<file path="src/rtl/seq_det_pkg.sv">
// seq_det_pkg: shared constants, width derivation and parameter checks for seq_det_prog
package seq_det_pkg;
  localparam logic [31:0] RST_PAT = 32'b1010;
  localparam int RST_LEN = 4;
  localparam logic RST_OVL = 1'b0;
  function automatic int len_w(input int max_len);
    return $clog2(max_len + 1);
  endfunction
  function automatic bit max_len_ok(input int v);
    return v >= 4 && v <= 32;
  endfunction
  function automatic bit cnt_w_ok(input int v);
    return v >= 2 && v <= 32;
  endfunction
endpackage

</file>
<file path="src/rtl/seq_det_if.sv">
// seq_det_if: serial stream, configuration and status bundle of the sequence detector
interface seq_det_if
  import seq_det_pkg::*;
#(
  parameter int MAX_LEN = 8,
  parameter int CNT_W = 8
);
  localparam int LEN_W = len_w(MAX_LEN);
  logic In;
  logic In_Vld;
  logic Cfg_Load;
  logic [MAX_LEN-1:0] Cfg_Pattern;
  logic [LEN_W-1:0] Cfg_Len;
  logic Cfg_Overlap;
  logic Cnt_Clr;
  logic OP;
  logic [CNT_W-1:0] Match_Cnt;
  logic Cfg_Err;
  modport master (
    output In, In_Vld, Cfg_Load, Cfg_Pattern, Cfg_Len, Cfg_Overlap, Cnt_Clr,
    input OP, Match_Cnt, Cfg_Err
  );
  modport slave (
    input In, In_Vld, Cfg_Load, Cfg_Pattern, Cfg_Len, Cfg_Overlap, Cnt_Clr,
    output OP, Match_Cnt, Cfg_Err
  );
endinterface

</file>
<file path="src/rtl/seq_det_sat_cnt.sv">
// seq_det_sat_cnt: saturating match counter; a clear coinciding with an increment yields 1
module seq_det_sat_cnt #(
  parameter int CNT_W = 8
) (
  input  logic clk,
  input  logic rst,
  input  logic clr,
  input  logic inc,
  output logic [CNT_W-1:0] cnt
);
  logic [CNT_W-1:0] cnt_q, cnt_d;
  // next count: clear wins but still records a same-cycle increment, otherwise saturate at all-ones
  always_comb cnt_d = clr ? CNT_W'(inc) : (inc && cnt_q != '1) ? cnt_q + CNT_W'(1) : cnt_q;
  // count register
  always_ff @(posedge clk) cnt_q <= rst ? '0 : cnt_d;
  assign cnt = cnt_q;
endmodule

</file>
<file path="src/rtl/seq_det_prog.sv">
// seq_det_prog: programmable-pattern Mealy sequence detector with overlap mode and match counter
module seq_det_prog
  import seq_det_pkg::*;
#(
  parameter int MAX_LEN = 8,
  parameter int CNT_W = 8
) (
  input logic Clk,
  input logic Rst,
  seq_det_if.slave bus
);
  localparam int LEN_W = len_w(MAX_LEN);
  if (!max_len_ok(MAX_LEN)) begin : g_bad_max_len
    $error("seq_det_prog: MAX_LEN must be within 4..32");
  end
  if (!cnt_w_ok(CNT_W)) begin : g_bad_cnt_w
    $error("seq_det_prog: CNT_W must be within 2..32");
  end
  logic [MAX_LEN-1:0] pat_q, pat_d;
  logic [LEN_W-1:0] len_q, len_d, fill_q, fill_d;
  logic ovl_q, ovl_d, err_q, err_d;
  logic [MAX_LEN-2:0] hist_q, hist_d;
  logic [MAX_LEN-1:0] win, diff;
  logic fill_ok, accept, match, bad_len;
  // the oldest history bit can never reach a compare window, so only MAX_LEN-1 bits are kept
  assign win = {hist_q, bus.In};
  for (genvar i = 0; i < MAX_LEN; i++) begin : g_cmp
    assign diff[i] = (LEN_W'(i) < len_q) & (win[i] ^ pat_q[i]);
  end
  assign fill_ok = ({1'b0, fill_q} + (LEN_W + 1)'(1)) >= {1'b0, len_q};
  assign accept = bus.In_Vld & ~bus.Cfg_Load & ~Rst;
  assign match = accept & ~err_q & fill_ok & ~|diff;
  assign bad_len = bus.Cfg_Len == '0 || bus.Cfg_Len > LEN_W'(MAX_LEN);
  assign bus.OP = match;
  assign bus.Cfg_Err = err_q;
  // next config and detector state: a load restarts detection, an accepted bit shifts in
  always_comb begin
    pat_d = bus.Cfg_Load ? bus.Cfg_Pattern : pat_q;
    len_d = bus.Cfg_Load ? bus.Cfg_Len : len_q;
    ovl_d = bus.Cfg_Load ? bus.Cfg_Overlap : ovl_q;
    err_d = bus.Cfg_Load ? bad_len : err_q;
    hist_d = bus.Cfg_Load ? '0 : accept ? win[MAX_LEN-2:0] : hist_q;
    fill_d = bus.Cfg_Load ? '0 : !accept ? fill_q : (match && !ovl_q) ? '0 :
             fill_q == LEN_W'(MAX_LEN) ? fill_q : fill_q + LEN_W'(1);
  end
  // state registers; reset restores the default 1010 non-overlapping pattern
  always_ff @(posedge Clk) begin
    if (Rst) begin
      pat_q <= MAX_LEN'(RST_PAT);
      len_q <= LEN_W'(RST_LEN);
      ovl_q <= RST_OVL;
      err_q <= 1'b0;
      hist_q <= '0;
      fill_q <= '0;
    end else begin
      pat_q <= pat_d;
      len_q <= len_d;
      ovl_q <= ovl_d;
      err_q <= err_d;
      hist_q <= hist_d;
      fill_q <= fill_d;
    end
  end
  seq_det_sat_cnt #(.CNT_W(CNT_W)) u_cnt (
    .clk(Clk),
    .rst(Rst),
    .clr(bus.Cnt_Clr),
    .inc(match),
    .cnt(bus.Match_Cnt)
  );
endmodule

</file>
<file path="src/flat_wrapper.sv">
// flat-port wrapper written by rule: the top's interface ports become plain ports
module seq_det_prog_flat import seq_det_pkg::*;
#(
  parameter int MAX_LEN = 8,
  parameter int CNT_W = 8
)
  (Clk, Rst, bus_In, bus_In_Vld, bus_Cfg_Load, bus_Cfg_Pattern, bus_Cfg_Len, bus_Cfg_Overlap, bus_Cnt_Clr, bus_OP, bus_Match_Cnt, bus_Cfg_Err);
  seq_det_if #(.MAX_LEN(MAX_LEN), .CNT_W(CNT_W)) bus_i ();
  input logic Clk;
  input logic Rst;
  input wire logic [$bits(bus_i.In)-1:0] bus_In;
  input wire logic [$bits(bus_i.In_Vld)-1:0] bus_In_Vld;
  input wire logic [$bits(bus_i.Cfg_Load)-1:0] bus_Cfg_Load;
  input wire logic [$bits(bus_i.Cfg_Pattern)-1:0] bus_Cfg_Pattern;
  input wire logic [$bits(bus_i.Cfg_Len)-1:0] bus_Cfg_Len;
  input wire logic [$bits(bus_i.Cfg_Overlap)-1:0] bus_Cfg_Overlap;
  input wire logic [$bits(bus_i.Cnt_Clr)-1:0] bus_Cnt_Clr;
  output wire logic [$bits(bus_i.OP)-1:0] bus_OP;
  output wire logic [$bits(bus_i.Match_Cnt)-1:0] bus_Match_Cnt;
  output wire logic [$bits(bus_i.Cfg_Err)-1:0] bus_Cfg_Err;
  assign bus_i.In = bus_In;
  assign bus_i.In_Vld = bus_In_Vld;
  assign bus_i.Cfg_Load = bus_Cfg_Load;
  assign bus_i.Cfg_Pattern = bus_Cfg_Pattern;
  assign bus_i.Cfg_Len = bus_Cfg_Len;
  assign bus_i.Cfg_Overlap = bus_Cfg_Overlap;
  assign bus_i.Cnt_Clr = bus_Cnt_Clr;
  assign bus_OP = bus_i.OP;
  assign bus_Match_Cnt = bus_i.Match_Cnt;
  assign bus_Cfg_Err = bus_i.Cfg_Err;
  seq_det_prog #(.MAX_LEN(MAX_LEN), .CNT_W(CNT_W)) u_core (.Clk(Clk), .Rst(Rst), .bus(bus_i));
endmodule
</file>
<file path="config.mk">
export PLATFORM = sky130hd
export DESIGN_NAME = seq_det_prog_flat
export DESIGN_NICKNAME = d
export VERILOG_FILES = /design/src/rtl/seq_det_pkg.sv /design/src/rtl/seq_det_if.sv /design/src/rtl/seq_det_sat_cnt.sv /design/src/rtl/seq_det_prog.sv /design/src/flat_wrapper.sv
export SDC_FILE = /design/constraint.sdc
export NUM_CORES = 1
export LEC_CHECK = 0
export CAP_MARGIN = 40
export CORE_AREA = 2 2 74 55
export CTS_CLUSTER_DIAMETER = 40
export CTS_CLUSTER_SIZE = 24
export DETAILED_ROUTE_END_ITERATION = 8
export DIE_AREA = 0 0 76 57
export MAX_ROUTING_LAYER = met4
export PLACE_DENSITY = 0.73
export SYNTH_ARGS = -nofsm -noshare
export SYNTH_HDL_FRONTEND = slang
export SYNTH_SLANG_ARGS = --single-unit
</file>
<file path="constraint.sdc">
create_clock -name Clk -period 3.7 [get_ports Clk]
set_input_delay 1.11 -clock Clk [delete_from_list [all_inputs] [get_ports Clk]]
set_output_delay 1.11 -clock Clk [all_outputs]
set_load 0.01 [all_outputs]
</file>
* Yosys cells after proc, flatten, opt, wreduce, memory -nomap -nowiden
Index checks and enable logic that the tools add are counted.
** Storage, ports and cells
- Bits of input ports :: 19
- Output and inout bits :: 10
- Logic and storage cells :: 63
- Register bits :: 33
** Cells by class
- Reduce and logical (&&, ||, !) cells :: 11
- Magnitude comparators :: 10
- Eq/ne operators :: 3
- $add $sub $neg :: 3
- Mux-type cells :: 4
- Bitwise operators :: 24
** Operators by type and width (number)
- $lt A3 B4 Y1 const A :: 4
- $and A1 B1 Y1 :: 13
- $add A8 B1 Y8 const B :: 1
- $lt A1 B4 Y1 const A :: 2
- $lt A2 B4 Y1 const A :: 2
- $mux W4 :: 2
- $ne A8 B8 Y1 const B :: 1
- $reduce_or A8 Y1 :: 1
- $xor A1 B1 Y1 :: 8
- $add A4 B1 Y5 const B :: 1
- $ge A5 B4 Y1 :: 1
- $add A4 B1 Y4 const B :: 1
- $eq A4 B4 Y1 const B :: 1
- $gt A4 B4 Y1 const B :: 1
- $logic_not A4 Y1 :: 1
- $reduce_or A2 Y1 :: 2
- $not A1 Y1 :: 3
- $logic_and A1 B1 Y1 :: 2
- $logic_not A1 Y1 :: 2
- $mux W1 :: 2
- $ne A2 B1 Y1 const B :: 1
- $reduce_and A2 Y1 :: 1
- $reduce_bool A2 Y1 :: 1
- $logic_or A1 B1 Y1 :: 1

* Depth between registers and ports, before layout
Gate-level depths: netlist of run 1.
- Depth in word-level cells :: 9
- Depth in mapped cells :: 8
- Depth with buffers taken out :: 8

* Modules after synthesis
Synthesis of run 1 repeated with hierarchy kept, for this count alone.
** Unflattened totals
- Cells, all modules :: 186
- Area total of the unflattened synthesis :: 1745.4 um2
** By module, submodules not included
- seq_det_prog :: cells an instance 136, area each 1287.5 um2, instances 1, seq. area each 500.5 um2
- seq_det_sat_cnt :: cells an instance 50, area each 457.9 um2, instances 1, seq. area each 160.2 um2

* Worst setup path before layout of run 1
No wires, ideal clock.
- Path type :: input to output
- From :: input port bus_Cfg_Load
- To :: output port bus_OP
- Path slack :: 320 ps
- Stages :: 6
- Path buffers :: 2
- Data arrival time :: 2270 ps
- Cells stage by stage :: clkbuf_1 > nor2_1 > nand4_1 > or2_0 > clkbuf_2 > nor2_1
** Between the ends
- Word-level cells in the longest chain between the ends :: 6
** Ends and longest elaborated chain
- start: declaration :: line flat_wrapper.sv:13 : input wire logic [$bits(bus_i.Cfg_Load)-1:0] bus_Cfg_Load;
- $not A1 Y1 :: line seq_det_prog.sv:31 : assign accept = bus.In_Vld & ~bus.Cfg_Load & ~Rst;
- $and A1 B1 Y1 (2 in series) :: line seq_det_prog.sv:31
- $and A1 B1 Y1 (3 in series) :: line seq_det_prog.sv:32 : assign match = accept & ~err_q & fill_ok & ~|diff;
- end: declaration :: line flat_wrapper.sv:18 : output wire logic [$bits(bus_i.OP)-1:0] bus_OP;
No other way between the ends.

* Final worst setup path of run 1
- From :: input port bus_In
- To :: output port bus_OP
** Between the ends
- Word-level cells in the longest chain between the ends :: 5
** Ends and longest elaborated chain
- start: declaration :: line flat_wrapper.sv:11 : input wire logic [$bits(bus_i.In)-1:0] bus_In;
- $xor A1 B1 Y1 :: line seq_det_prog.sv:28 : assign diff[i] = (LEN_W'(i) < len_q) & (win[i] ^ pat_q[i]);
- $and A1 B1 Y1 :: line seq_det_prog.sv:28
- $reduce_or A8 Y1 :: line seq_det_prog.sv:32
- $logic_not A1 Y1 :: line seq_det_prog.sv:32
- $and A1 B1 Y1 :: line seq_det_prog.sv:32
No other way between the ends.

==> qor.txt, run 1 <==
status - finished clean
Synth cell types - 41
crit-path max FO - 2
TritonCTS clock tree - yes
Most used DFF post-synth - dfxtp_1
delay-heaviest family, CP - buffers and inverters
Synth Instances - 184
min-delay worst type - reg2reg
# DRC - 0
Synth Warn # - 0
Peak VDD IR - 0.234 mV
worst setup path class - in2out
Root Driver - clkbuf_8
gr usage total - 17.6%
synth cell count leaders - 33 x dfxtp_1, 22 x nor2_1, 21 x mux2i_1
post-synth top area cell - dfxtp_1
fmax - 276 MHz
Worst-path clk slew - 0.06 ns
WP depth - 7
register area share after synthesis - 39.8%
Fin. Hold Viols - 0
ant diodes - 0
CP required - 2.59 ns
crit share post-route - 98.0%
# hold bufs at CTS - 0
CTS H-tree depth - 2
Die ar. - 4330 sq um
area of the core - 3680 sq um
Synth Area in Compound Gates - 12.2%
ranking of synthesized cells by area - dfxtp_1 40%, mux2i_1 13%, ha_1 5.3%, nor2_1 5.0%, xnor2_1 3.2%
Critical Path AT - 2.52 ns
Synth Area in XOR/XNOR - 5.81%
simple-gate portion of the synthesized area - 20.5%
CP cell instances - clkdlybuf4s50_1, xor2_1, o41ai_1, nand4_1, or2_1, nor2_2, buf_2
share of cells above drive strength 1 - 10.0%
DR vias - 1420
CP Launch Type - input port
nets@finish - 245
PortBufs - 28
WP buf/inv - 2
die span in y - 57 um
Starting Density - 45.0%
pins over their slew limit - 0
Die X - 76 um
clock skew - 0.00769 ns
mux cell area share after synthesis - 12.7%
most frequent cell after synthesis - dfxtp_1
Final Wtd Congestion - 0.821
Slowest cell on crit path - clkdlybuf4s50_1
# rows - 19
Worst R2R Path Depth - 8
Power Total - 860 uW
Adder-Cell Fraction of Synth Area - 5.28%
#FFs+latches synth - 33
initial antenna violation count - 0
CTS Buf Count - 5
Power Density - 397 nW/um^2
design area - 2160 sq um
Detailed Route WL - 3480 um
CTS Buffer Depth - 2
async set-reset flop share out of synthesis - 0%
average wire per standard cell - 12.8 um
Final ANT Viol Nets - 0
worst-margin pin slew - 0.696 ns
placed cell areas - 2020 sq um
critical path capture point type - output pin
Mapped Nets - 210
via-per-instance ratio - 5.22
final setup violation count - 0
Yosys top cell area share - 39.8%
first-pass GRT wire length - 5870 um
Clock Latency Late Sink - 0.28 ns
Sink Count - 33
Post-synth EDFFs - 0
first drt pass iteration count - 4
Worst Hold Depth - 2
CP max stage delay - 0.44 ns
Leak - 0.885 nW
grt total ovfl - 0
Area Growth Syn to Fin - 30.5%
slew margin rel. - 53.2%
number of global-route vias before repair - 1220
I/O pin cnt - 29
synthesized cell area - 1660 sq um
syn avg cell area - 9.01 sq um
post-route minimum period - 3.63 ns
starting DRC count in detailed routing - 129
combinational family with the most area after synthesis - simple AND/OR/NAND/NOR gates
Max Cap Viol - 0
pin count of the biggest net entering global routing - 18
placed wire-length estimate - 2570 um
==> cell families (layout without fill, tap and decap cells) <==
| family | Yosys count | after routing |
|---|---|---|
| AND/OR/NAND/NOR | 67 | 67 |
| flip-flops | 33 | 33 |
| AO/OA/AOI/OAI | 29 | 29 |
| multiplexers | 21 | 21 |
| buffers and inverters | 16 | 52 |
| XOR/XNOR | 11 | 11 |
| adder cells (fa/ha/maj) | 7 | 7 |
==> worst min-delay path, delay by kind of cell, from the launching register on <==
family	cells	cell delay, ns
compound gates	2	0.12
flops	1	0.33
==> worst paths after layout <==
check	startpoint	endpoint	slack, ns
worst min-delay path	u_core.u_cnt.cnt[4]	u_core.u_cnt.cnt[4]	0.50
worst min register to register	u_core.u_cnt.cnt[4]	u_core.u_cnt.cnt[4]	0.50
worst max register to register	u_core.fill_q[0]	u_core.u_cnt.cnt[3]	1.21
worst max-delay path	bus_In	bus_OP	0.07
==> flip-flops by register name (all words and copies together) (netlist names) <==
| name | flops |
|---|---|
| u_core.u_cnt.cnt | 8 |
| u_core.fill_q | 4 |
| u_core.bus.Cfg_Err | 1 |
| u_core.len_q | 4 |
| u_core.pat_q | 8 |
| u_core.ovl_q | 1 |
| u_core.hist_q | 7 |
==> area by class of cell <==
cell class	count	area (sq um)
fillers	333	1520
inverters	8	30.0
repair buffers	36	335
flip-flops and latches	33	661
multi-input cells	135	938
well taps	52	65.1
clock buffers	5	68.8
clock inverters	3	65.1
==> cell usage in the layout, fill, tap and decap left out, types with 2 or more instances in the layout <==
| master | instances |
|---|---|
| xnor2_1 | 6 |
| xor2_1 | 5 |
| inv_1 | 8 |
| bufinv_16 | 2 |
| a21oi_1 | 6 |
| or4_1 | 2 |
| a211oi_1 | 2 |
| mux2i_1 | 21 |
| nand2b_1 | 3 |
| nand2_1 | 9 |
| ha_1 | 7 |
| a31o_2 | 2 |
| nand4_1 | 3 |
| o211ai_1 | 2 |
| clkbuf_8 | 5 |
| nor3_1 | 6 |
| nand3_1 | 5 |
| nand3b_1 | 2 |
| dfxtp_1 | 33 |
| or2_2 | 2 |
| clkdlybuf4s50_1 | 27 |
| a31oi_1 | 2 |
| o21ai_0 | 3 |
| o31ai_1 | 3 |
| buf_4 | 8 |
| and3_1 | 7 |
| nor2_1 | 21 |
==> power breakdown <==
group	leakage, nW	switching [mW]	total (mW)	internal, mW
logic	0.548	0.0383	0.0851	0.0468
clock network	0.0681	0.130	0.398	0.268
registers	0.269	0.0109	0.377	0.366
total	0.885	0.179	0.860	0.680
==> layer usage <==
metal | part of all wire (%) | global-route usage, % | routed length [um]
met1 | 52 | 24.5 | 1820
met2 | 40 | 24.4 | 1380
met3 | 6.2 | 4.91 | 216
met4 | 1.5 | 6.23 | 53
met5 | 0 | - | 0
==> stage by stage <==
stage / TNS, ns / std cells / utilization (%) / hold slack (ns) / setup slack, ns
finish: 0 / 272 / 58.7 / 0.500 / 0.0724
CTS: 0 / 272 / 58.6 / 0.499 / 0.0786
detailed placement: -0.323 / 263 / 54.9 / 0.490 / -0.323
floorplan: 0 / 184 / - / 0.462 / 0.320
global placement: -0.300 / 263 / 54.9 / 0.491 / -0.300
global route: -0.00730 / 272 / 58.7 / 0.535 / -0.00730
==> repair_timing <==
action	4_1_cts	5_1_grt
setup buffers	1	0
gates resized for setup	4	2
pin swaps	2	1
setup endpoints to repair	1	1
Power figures use the tool's default switching activity.
==> run 2: changes to the inputs <==
--- a/config.mk
+++ b/config.mk
@@ -13,6 +13,7 @@
 export DIE_AREA = 0 0 76 57
 export MAX_ROUTING_LAYER = met4
 export PLACE_DENSITY = 0.73
+export SETUP_SLACK_MARGIN = 0.02
 export SYNTH_ARGS = -nofsm -noshare
 export SYNTH_HDL_FRONTEND = slang
 export SYNTH_SLANG_ARGS = --single-unit
==> qor.txt, run 2 (same netlist as run 1, synthesis figures left out) <==
status - finished clean (unchanged)
CTS Buffer Depth - 2 (unchanged)
Worst-path clk slew - 0.06 ns (about the same)
# DRC - 0 (unchanged)
grt total ovfl - 0 (unchanged)
Die X - 76 um (unchanged)
area of the core - 3680 sq um (unchanged)
worst-margin pin slew - 0.717 ns (was 0.696 ns)
post-route minimum period - 3.63 ns (about the same)
crit share post-route - 98.1% (was 98.0%)
via-per-instance ratio - 5.12 (was 5.22)
Root Driver - clkbuf_8 (unchanged)
crit-path max FO - 2 (unchanged)
CP required - 2.59 ns (about the same)
Fin. Hold Viols - 0 (unchanged)
CTS H-tree depth - 2 (unchanged)
I/O pin cnt - 29 (unchanged)
Flop pwr share - 43.8% (about the same)
slew margin rel. - 51.8% (was 53.2%)
placed wire-length estimate - 2570 um (unchanged)
min-delay worst type - reg2reg (unchanged)
Switch Pwr - 180 uW (was 179 uW)
pin count of the biggest net entering global routing - 18 (unchanged)
Setup WS post-layout - 0.0699 ns (was 0.0724 ns)
Logic pwr share - 10.0% (was 9.9%)
Power Density - 396 nW/um^2 (was 397 nW/um^2)
Detailed Route WL - 3500 um (was 3480 um)
Clock Latency Late Sink - 0.28 ns (about the same)
Max Cap Viol - 0 (unchanged)
P_int - 681 uW (was 680 uW)
# rows - 19 (unchanged)
Area Growth Syn to Fin - 30.9% (was 30.5%)
CTS Buf Count - 5 (unchanged)
final setup violation count - 0 (unchanged)
worst setup path class - in2out (unchanged)
pins over their slew limit - 0 (unchanged)
pre-CTS WS - -0.323 ns (unchanged)
share of cells above drive strength 1 - 10.4% (was 10.0%)
setup TNS - 0 ns (unchanged)
most common cell after layout, fill and taps aside - dfxtp_1 (unchanged)
clock skew - 0.00771 ns (was 0.00769 ns)
Peak VDD IR - 0.234 mV (about the same)
die span in y - 57 um (unchanged)
number of global-route vias before repair - 1220 (unchanged)
Final Wtd Congestion - 0.821 (unchanged)
Power Total - 861 uW (was 860 uW)
first drt pass iteration count - 4 (unchanged)
nets@finish - 246 (was 245)
flop2flop setup slack - 1.19 ns (was 1.21 ns)
Final ANT Viol Nets - 0 (unchanged)
Clock Power Share - 46.2% (was 46.3%)
first-pass GRT wire length - 5870 um (unchanged)
Sw Share - 20.9% (about the same)
Die ar. - 4330 sq um (unchanged)
PortBufs - 28 (unchanged)
CP Launch Type - input port (unchanged)
Sink Count - 33 (unchanged)
DR vias - 1399 (was 1420)
TritonCTS clock tree - yes (unchanged)
Leak - 0.890 nW (was 0.885 nW)
Starting Density - 45.0% (unchanged)
# hold bufs at CTS - 0 (unchanged)
fmax - 275 MHz (was 276 MHz)
Critical Path AT - 2.52 ns (about the same)
RSZ-0062 raised after global routing - false
ant diodes - 0 (unchanged)
critical path capture point type - output pin (unchanged)
initial antenna violation count - 0 (unchanged)
gr usage total - 17.6% (unchanged)
starting DRC count in detailed routing - 124 (was 129)
average wire per standard cell - 12.8 um (about the same)
most frequent cells in the layout - 33 x dfxtp_1, 27 x clkdlybuf4s50_1, 21 x nor2_1, 21 x mux2i_1 (was 33 x dfxtp_1, 27 x clkdlybuf4s50_1, 21 x nor2_1, 21 x mux2i_1, 9 x nand2_1)
run 2: changes by cell type in the layout (fill, tap and decap cells not counted):
cell / before / now
buf_4: 8 / 9
run 2: worst paths after layout:
kind                                     startpoint                  end  cells after the start
worst max-delay path                         bus_In               bus_OP                      7
worst min-delay path            u_core.u_cnt.cnt[4]  u_core.u_cnt.cnt[4]                      2
worst max register to register     u_core.fill_q[0]  u_core.u_cnt.cnt[3]                      8
worst min register to register  u_core.u_cnt.cnt[4]  u_core.u_cnt.cnt[4]                      2
run 2: layout make-up:
type | count | area, sq um
fillers | 334 | 1510
multi-input cells | 135 | 938
flip-flops and latches | 33 | 661
repair buffers | 37 | 343
clock buffers | 5 | 68.8
clock inverters | 3 | 65.1
well taps | 52 | 65.1
inverters | 8 | 30.0
run 2: critical path, cell delays in order:
cell and delay (ns):
clkdlybuf4s50_1 0.44, xor2_1 0.17, o41ai_1 0.06, nand4_1 0.15, or2_1 0.29, nor2_2 0.14
buf_2 0.15
run 2: stage by stage:
step                util (%)  instances  instance area [sq um]  hold WS [ns]
floorplan                  -        184                   1660         0.462
global placement        54.9        263                   2020         0.491
detailed placement      54.9        263                   2020         0.490
CTS                     58.6        272                   2160         0.499
global route            58.9        273                   2170         0.535
finish                  58.9        273                   2170         0.500
run 2: repair_timing:
item,4_1_cts,5_1_grt
pin swaps,2,3
resized for setup,4,2
cloned,0,0
buffers inserted,1,1
setup endpoints to repair,1,1
run 2: power groups by stage:
stage / logic [mW] / clock network (mW) / registers (mW)
floorplan: 0.0504 / 0 / 0.382
global placement: 0.0833 / 0 / 0.385
detailed placement: 0.0845 / 0 / 0.385
CTS: 0.0853 / 0.405 / 0.377
global route: 0.0944 / 0.423 / 0.379
finish: 0.0859 / 0.398 / 0.377
run 2: per-layer routing:
metal  global-route usage, %  share of wire (%)
met5                       -                  0
met4                    6.23                1.5
met3                    4.91                6.2
met2                    24.4                 40
met1                    24.5                 52
==> run 3: changes to the inputs <==
==> constraint.sdc (replaced) <==
create_clock -name Clk -period 4.3 [get_ports Clk]
set_input_delay 1.29 -clock Clk [delete_from_list [all_inputs] [get_ports Clk]]
set_output_delay 1.29 -clock Clk [all_outputs]
set_load 0.01 [all_outputs]
==> qor.txt, run 3 (same netlist as run 1, synthesis figures left out) <==
grt total ovfl - 0 (unchanged)
WP buf/inv - 2 (unchanged)
P_int - 544 uW (was 681 uW)
Setup Buffers After CTS - 0 (was 1)
critical path capture point type - output pin (unchanged)
placed wire-length estimate - 2630 um (was 2570 um)
DR vias - 1386 (was 1399)
initial antenna violation count - 0 (unchanged)
post-route minimum period - 4.09 ns
Sw Share - 22.5% (was 20.9%)
Starting Density - 45.0% (unchanged)
# hold bufs at CTS - 0 (unchanged)
Logic pwr share - 10.3% (was 10.0%)
design area - 2140 sq um (was 2170 sq um)
Area Growth Syn to Fin - 29.1% (was 30.9%)
Final Wtd Congestion - 0.818 (was 0.821)
CP Launch Type - input port (unchanged)
Die X - 76 um (unchanged)
Slowest cell on crit path - clkdlybuf4s50_1 (unchanged)
worst-margin pin slew - 0.686 ns (was 0.717 ns)
min-delay worst type - reg2reg (unchanged)
Peak VDD IR - 0.227 mV (was 0.234 mV)
starting DRC count in detailed routing - 77 (was 124)
Power Total - 701 uW (was 861 uW)
clock skew - 0.0110 ns (was 0.00771 ns)
fmax - 244 MHz
Leak - 0.873 nW (was 0.890 nW)
PostCTS Resize Cnt - 1 (was 4)
Sink Count - 33 (unchanged)
flop2flop setup slack - 1.87 ns (was 1.19 ns)
placed cell areas - 2020 sq um (unchanged)
CP required - 3.01 ns (was 2.59 ns)
Detailed Route WL - 3410 um (was 3500 um)
TritonCTS clock tree - yes (unchanged)
PortBufs - 28 (unchanged)
die span in y - 57 um (unchanged)
first drt pass iteration count - 4 (unchanged)
average wire per standard cell - 12.6 um (was 12.8 um)
Clock Latency Late Sink - 0.29 ns (was 0.28 ns)
status - finished clean (unchanged)
FILL cells - 337 (was 334)
Root Driver - clkbuf_8 (unchanged)
# DRC - 0 (unchanged)
ant diodes - 0 (unchanged)
I/O pin cnt - 29 (unchanged)
pin count of the biggest net entering global routing - 18 (unchanged)
Flop pwr share - 46.2% (was 43.8%)
Max Cap Viol - 0 (unchanged)
most frequent cells in the layout - 33 x dfxtp_1, 27 x clkdlybuf4s50_1, 22 x nor2_1 (was 33 x dfxtp_1, 27 x clkdlybuf4s50_1, 21 x nor2_1, 21 x mux2i_1)
most common cell after layout, fill and taps aside - dfxtp_1 (unchanged)
CTS H-tree depth - 2 (unchanged)
pins over their slew limit - 0 (unchanged)
CTS Buf Count - 5 (unchanged)
via-per-instance ratio - 5.11 (was 5.12)
Final ANT Viol Nets - 0 (unchanged)
Die ar. - 4330 sq um (unchanged)
worst setup path class - in2out (unchanged)
crit-path max FO - 2 (unchanged)
Critical Path AT - 2.80 ns (was 2.52 ns)
CP cell instances - clkdlybuf4s50_1, xor2_1, o41ai_1, nand4_1, or2_0, nor2_1, dlygate4sd2_1 (was clkdlybuf4s50_1, xor2_1, o41ai_1, nand4_1, or2_1, nor2_2, buf_2)
# rows - 19 (unchanged)
first-pass GRT wire length - 5910 um (was 5870 um)
final setup violation count - 0 (unchanged)
Switch Pwr - 157 uW (was 180 uW)
CP max stage delay - 0.45 ns (was 0.44 ns)
gr usage total - 17.9% (was 17.6%)
RSZ-0062 raised after global routing - false (unchanged)
crit share post-route - 95.1%
Fin. Hold Viols - 0 (unchanged)
Worst-path clk slew - 0.06 ns (about the same)
CTS Buffer Depth - 2 (unchanged)
Clock Power Share - 43.4% (was 46.2%)
slew margin rel. - 53.8% (was 51.8%)
delay-heaviest family, CP - buffers and inverters (unchanged)
Power Density - 328 nW/um^2 (was 396 nW/um^2)
share of cells above drive strength 1 - 8.22% (was 10.4%)
area of the core - 3680 sq um (unchanged)
nets@finish - 244 (was 246)
number of global-route vias before repair - 1249 (was 1220)
[run 3: through the flow]
| stage | instances | util, % | setup WS [ns] | TNS (ns) | hold slack [ns] |
|---|---|---|---|---|---|
| global placement | 263 | 54.9 | -0.0603 | -0.0603 | 0.490 |
| CTS | 271 | 58.1 | 0.185 | 0 | 0.503 |
| detailed placement | 263 | 54.9 | -0.0902 | -0.0902 | 0.494 |
| floorplan | 184 | - | 0.560 | 0 | 0.462 |
| global route | 271 | 58.1 | 0.111 | 0 | 0.549 |
| finish | 271 | 58.1 | 0.209 | 0 | 0.503 |
[run 3: path summary, 6_finish.rpt]
kind                        from             endpoint  cells after the start
min          u_core.u_cnt.cnt[4]  u_core.u_cnt.cnt[4]                      2
max                       bus_In               bus_OP                      7
max reg2reg     u_core.fill_q[0]  u_core.u_cnt.cnt[3]                      8
min reg2reg  u_core.u_cnt.cnt[4]  u_core.u_cnt.cnt[4]                      2
[run 3: layout make-up]
type	instances	area [sq um]	area share, %
inverter	8	30.0	1.40
multi-input combinational	135	936	43.7
timing repair buffer	35	332	15.5
sequential	33	661	30.9
tap	52	65.1	3.04
clock inverter	1	30.0	1.40
clock buffer	7	86.3	4.04
[run 3: worst min-delay path: cells and delay by family, from the launching register on]
kind               cells  cell delay (ns)
AOI/OAI and AO/OA      2             0.13
DFF                    1             0.33
[run 3: power groups by stage]
stage / logic, mW / clock network, mW / registers (mW)
after floorplan: 0.0434 / 0 / 0.328
after global placement: 0.0716 / 0 / 0.331
after detailed placement: 0.0728 / 0 / 0.331
after CTS: 0.0730 / 0.308 / 0.324
after global routing: 0.0802 / 0.321 / 0.326
final: 0.0725 / 0.305 / 0.324
[run 3: per-layer routing]
layer  track usage, %  vias up  share of wire (%)
met2             22.8       26                 38
met5                -        -                  0
met1             26.0      628                 56
met4             8.57        0                1.4
li1                 -      727                  -
met3             4.43        5                4.1
